===== src/rtl/fifo_full_wr_ctrl.sv =====
// Write-side pointer and full-flag controller for the asynchronous FIFO.
// Produces the memory write address, the Gray write pointer for CDC, and full/fill status.
module fifo_full_wr_ctrl #(
   parameter int ADDR_WIDTH   = 3,
   parameter int AFULL_THRESH = 6
) (
   input  logic                  wclk,
   input  logic                  wrst,
   input  logic                  w_inc,
   input  logic [ADDR_WIDTH:0]   synch_rptr,
   output logic                  wen,
   output logic [ADDR_WIDTH-1:0] waddress,
   output logic [ADDR_WIDTH:0]   write_ptr,
   output logic                  full,
   output logic                  almost_full,
   output logic [ADDR_WIDTH:0]   fill_level,
   output logic                  overflow
);

   localparam int PW = ADDR_WIDTH + 1;

   logic [PW-1:0] r_wbin;
   logic [PW-1:0] r_wgray;
   logic          r_full;
   logic          r_afull;
   logic [PW-1:0] r_fill;
   logic          r_ovf;

   logic [PW-1:0] w_rbin;
   logic [PW-1:0] w_wbin_next;
   logic [PW-1:0] w_wgray_next;
   logic [PW-1:0] w_fill_next;
   logic [PW-1:0] w_full_cmp;
   logic          w_accept;

   // Each binary bit is the XOR of all Gray bits at or above it.
   always_comb begin
      w_rbin = '0;
      for (int i = 0; i < PW; i++) begin
         w_rbin[i] = ^(synch_rptr >> i);
      end
   end

   assign w_accept     = w_inc & ~r_full;
   assign w_wbin_next  = r_wbin + {{(PW-1){1'b0}}, w_accept};
   assign w_wgray_next = w_wbin_next ^ (w_wbin_next >> 1);
   assign w_fill_next  = w_wbin_next - w_rbin;
   // Writer is one full lap ahead: top two Gray bits differ, the rest match.
   assign w_full_cmp   = {~synch_rptr[ADDR_WIDTH:ADDR_WIDTH-1], synch_rptr[ADDR_WIDTH-2:0]};

   always_ff @(posedge wclk) begin
      if (wrst) begin
         r_wbin  <= '0;
         r_wgray <= '0;
         r_full  <= 1'b0;
         r_afull <= 1'b0;
         r_fill  <= '0;
         r_ovf   <= 1'b0;
      end else begin
         r_wbin  <= w_wbin_next;
         r_wgray <= w_wgray_next;
         r_full  <= (w_wgray_next == w_full_cmp);
         r_afull <= (w_fill_next >= PW'(AFULL_THRESH));
         r_fill  <= w_fill_next;
         if (w_inc && r_full) begin
            r_ovf <= 1'b1;
         end
      end
   end

   assign wen         = w_accept;
   assign waddress    = r_wbin[ADDR_WIDTH-1:0];
   assign write_ptr   = r_wgray;
   assign full        = r_full;
   assign almost_full = r_afull;
   assign fill_level  = r_fill;
   assign overflow    = r_ovf;

endmodule


===== config.mk =====
export PLATFORM = sky130hd
export DESIGN_NAME = fifo_full_wr_ctrl
export DESIGN_NICKNAME = d
export VERILOG_FILES = /design/src/rtl/fifo_full_wr_ctrl.sv
export SDC_FILE = /design/constraint.sdc
export NUM_CORES = 1
export LEC_CHECK = 0
export CORE_MARGIN = 2
export CORE_UTILIZATION = 45
export DETAILED_ROUTE_END_ITERATION = 8
export GPL_ROUTABILITY_DRIVEN = 0
export PLACE_DENSITY_LB_ADDON = 0.2
export SLEW_MARGIN = 25
export SYNTH_ARGS = -nofsm -noshare
export SYNTH_HDL_FRONTEND = slang
export SYNTH_SLANG_ARGS = --single-unit

===== constraint.sdc =====
create_clock -name wclk -period 5.15 [get_ports wclk]
set_input_delay 0.7725 -clock wclk [delete_from_list [all_inputs] [get_ports wclk]]
set_output_delay 0.7725 -clock wclk [all_outputs]
set_load 0.01 [all_outputs]

======== Yosys cells after proc, flatten, opt, wreduce, memory -nomap -nowiden ========
Cells that the tools add are included.
cells by class
  eq/ne operators ......................... 1
  reduce and logical (&&, ||, !) cells .... 5
  bitwise logic cells ..................... 4
  $add $sub $neg .......................... 2
  $lt $le $gt $ge ......................... 1
operators by type and width
  cell                                                                   count
  4-bit parity                                                           4
  4-bit by 1-bit adder with 4-bit output                                 1
  4-bit equality test                                                    1
  4-bit by 3-bit >= comparator with 1-bit output, second input constant  1
  4-bit subtractor                                                       1
  4-bit by 3-bit bitwise XOR with 4-bit output                           1
  2-bit NOT                                                              1
  1-bit bitwise AND                                                      1
  1-bit logical AND                                                      1
  1-bit NOT                                                              1
word-level totals
  input bits .............................. 7
  logic and storage cells ................. 19
  bits in registers ....................... 15

======== Depth between registers and ports, before layout ========
  word-level depth ........................ 5
  mapped depth ............................ 8
  gate-level depth less buffers ........... 8

======== Worst setup path after synthesis ========
No wires, ideal clock.
  kind .................................... input -> register
  from .................................... input port w_inc
  to ...................................... register r_afull (netlist: almost_full)
  required time ........................... 5.055 ns
  stages on the path ...................... 8
  arrival time ............................ 2.580 ns
  setup time .............................. 0.095 ns
  path slack .............................. 2.475 ns
  path through ............................ nor2b_1 -> ha_1 -> ha_1 -> ha_1 -> nor2b_1 -> o21a_1 -> or4_4 -> o311ai_1
between the ends
  longest elaborated chain between the ends .. 4
ends and longest elaborated chain
  what                                            RTL line  source
  start, declared                                 9         input logic w_inc,
  1-bit bitwise AND                               44        assign w_accept = w_inc & ~r_full;
  4-bit by 1-bit adder with 4-bit output          45        assign w_wbin_next = r_wbin + {{(PW-1){1'b0}}, w_accept};
  via w_wbin_next[1]                              30        logic [PW-1:0] w_wbin_next;
  4-bit subtractor                                47        assign w_fill_next = w_wbin_next - w_rbin;
  4-bit by 3-bit >= comparator with 1-bit output  63        r_afull <= (w_fill_next >= PW'(AFULL_THRESH));
  end signal, assigned                            63
  end, declared                                   25        logic r_afull;
The timed path passes the listed nets, and every way through them passes these cells.
A chain may end at the register's enable or synchronous reset.

======== Worst setup path after layout ========
Ends and elaborated chain as after synthesis.

==> results.md <==
* Status: completed
* Largest net degree at the start of global routing at 15
* RSZ-0062 raised after global routing: no
* Clk sinks at 14
* Netlist cell types at 20
* TritonRoute pass-1 iters at 2
* Setup repair bufs after CTS at 0
* Max-cap violations at 0
* Yosys top cell area share at approximately 43%
* CTS tree: built
* R2R setup slack at around 2.9 ns
* Post-Syn Area at between 600 and 700 um2
* CP Class: in2reg
* RR Startpoint: full
* Arrival @ worst endpoint at about 3 ns
* Initial drt markers at 3
* Critical Path Start: w_inc
* Placed cell count at between 90 and 100
* R2r endpoint: almost_full
* Drt drc at 0
* Detail Route Antenna Nets at 0
* DP Area at 870 um2
* Synth Area in Simple Gates at between 10% and 20%
* Crit-path max cell delay at approximately 0.47 ns
* CTS Hold Bufs at 0
* DP HPWL at approximately 930 um
* Vias in the first global route at slightly below 500
* Top_reg_cell synth: dfxtp_1
* Final period util at about 56%
* Gr usage total at ~15%
* Synth-to-Final Area Change at 40.6%
* Least-Margin Pin Slew at approximately 0.49 ns
* Initial Util at 48.9%
* Critical Path Sink: almost_full
* CP startpoint kind: primary input
* Grt total ovfl at 0
* Reg2reg path depth at 8
* First-pass GRT wire length at 2040 um
* Crit-path cells: clkdlybuf4s50_1 -> nor2b_1 -> ha_1 -> ha_1 -> xor2_1 -> ha_1 -> o21a_1 -> or4_4 -> o311ai_1
* Net Count, Synth at 75
* Most used cell, CP: ha_1
* Async SR Flop Fraction at 0%
* Final instance area at 906 um2
* Endpoints failing hold at 0
* WP depth at 9
* Largest family of logic cells by synthesized area: XOR/XNOR gates
* Number of flops mapped to enable cells by yosys at 0
* Wirelength, routed at about 1100 um
* Routed vias at 497
* Pwr per Cell Area at roughly 340 mW/mm2
* Register area share after synthesis at a little over two fifths
* Multi-input gate area in the final layout at 345 um2
* Site row count at 13
* Avg Inst Size Synth at slightly above 10 um2
* Max FO, Critical Path at 3
* Antenna violations before repair at 0
* Hold_ws at ~0.47 ns
* Clock Latency Late Sink at approximately 0.28 ns
* Non-Filler Instances at between 100 and 150
* Number of CTS-inserted buffers at 3
* Max VDD drop at around 230 uV
* Min Clock Period, post-route at just under 3 ns
* Number of primary I/O pins at 22
* ANT cells at 0
* Crit end category: flop
* Final Skew at roughly 0.0086 ns
* H-tree depth at 1
* Yosys top cell by area: dfxtp_1
* Slew Viols, Final at 0
* Die Width at roughly 42 um
* Mux cell area share after synthesis at 0%
* CTS root buf: clkbuf_4
* Crit path max-delay cell type: clkdlybuf4s50_1
* Compound-cell area share of the yosys netlist at roughly 5.6%
* Synth Area in XOR/XNOR at a little over a fifth
* Slew headroom at between 60% and 70%
* Max Fclk at around 350 MHz
* Yosys warnings at 0
* DR vias/cell at 4.92
* Synthesis-stage register bit count at 14
* # fillers at 99
* Die H at roughly 42 um
* Leakage at just under 0.4 nW
* CP Data Required Time at ~5.3 ns
* HP Class: reg2reg
* CTS max path bufs at 2
* CTS resizes at 0
* Proportion of layout cells with a drive suffix above 1 at between 6 and 7%
* Post-Synth Adder-Cell Area at between 10% and 20%
* Ranking of synthesized cells by area: dfxtp_1, ha_1, xnor2_1
* CP top delay family: adder cells
* Endpoints failing setup at 0
* Sequential cell area at about 280 um2
* Routed wire per std cell at between 10 and 15 um
* Post-route setup TNS at 0 ns
* DIE AREA at around 0.0018 mm2
* PortBufs at 21
* Clock transition at the registers of the reported paths at ~0.080 ns
* Final #Nets at 100
* Post-Syn Instances at a little over 60
* Core box area at approximately 0.0013 mm2
* Buf/Inv on CP at 1
## state kept, by name, summed over array words and instances (netlist names)
name / count
full: 1
fill_level: 4
r_wbin: 4
write_ptr: 3
almost_full: 1
overflow: 1
## final cells by class
type,instances,share of cell area [%]
timing repair buffer,21,23.2
sequential,14,30.9
multi-input combinational,43,38.1
inverter,4,1.66
clock buffer,4,4.01
tap,15,2.07
## cells in the mapped netlist (all sizes together) (2+ instances only)
cell type,instances
nor2,11
xnor2,7
ha,5
dfxtp,14
nor2b,2
xor2,6
inv,4
## worst min-delay path by stage
stage	start	endpoint	slack (ns)	depth (start not counted)
floorplan	overflow	overflow	0.50	2
global placement	overflow	overflow	0.46	2
detailed placement	overflow	overflow	0.46	2
CTS	overflow	overflow	0.48	2
global route	overflow	overflow	0.51	2
finish	overflow	overflow	0.47	2
## cell usage in the layout (no fill, tap or decap)
cell type,Yosys,routed
a21boi_0,1,1
a21oi_1,1,1
and2_1,1,1
and4_2,1,1
clkbuf_4,0,3
clkbuf_8,0,1
clkdlybuf4s50_1,0,21
dfxtp_1,14,14
fa_1,1,1
ha_1,5,5
inv_1,4,4
nand2_1,1,1
nand3_1,1,1
nor2_1,11,11
nor2b_1,2,2
o211ai_1,1,1
o21a_1,1,1
o311ai_1,1,1
or4_4,1,1
xnor2_1,7,7
xnor3_1,1,1
xor2_1,6,6
## stage by stage
step | power [W] | util [%] | worst slack, ns
6_report | 0.000312 | 68.8 | 2.27
5_1_grt | 0.000333 | 68.8 | 2.14
4_1_cts | 0.000317 | 68.8 | 2.28
3_5_place_dp | 0.000238 | 66.0 | 2.00
3_3_place_gp | 0.000236 | 66.0 | 2.02
2_1_floorplan | 0.000190 | - | 2.47
## worst reg2reg max path, delay by kind of cell (launching register included)
kind | cells | cell delay (ns)
compound gates | 2 | 0.20
xor+xnor | 1 | 0.29
fa+ha+maj | 3 | 0.76
flops | 1 | 0.33
simple gates | 2 | 0.55
## logic make-up (layout without fill, tap and decap cells)
| kind of cell | after synthesis | after routing |
|---|---|---|
| simple gates | 18 | 18 |
| compound gates | 5 | 5 |
| fa+ha+maj | 6 | 6 |
| buf+inv | 5 | 29 |
| flops | 14 | 14 |
| xor+xnor | 14 | 14 |
## per-layer routing
metal	global-route usage [%]	share of wire [%]	routed length (um)
met1	18.9	46	527
met2	24.1	48	541
met3	3.04	4.1	47
met4	7.74	1.7	19
met5	0	0	0
## power by group
group	internal (W)	leakage (nW)	switching (W)
registers	0.000124	0.115	0.00000488
logic	0.0000583	0.261	0.0000467
clock network	0.0000430	0.0210	0.0000353
total	0.000225	0.397	0.0000868
Note: power is estimated with default switching activity, not from simulation.
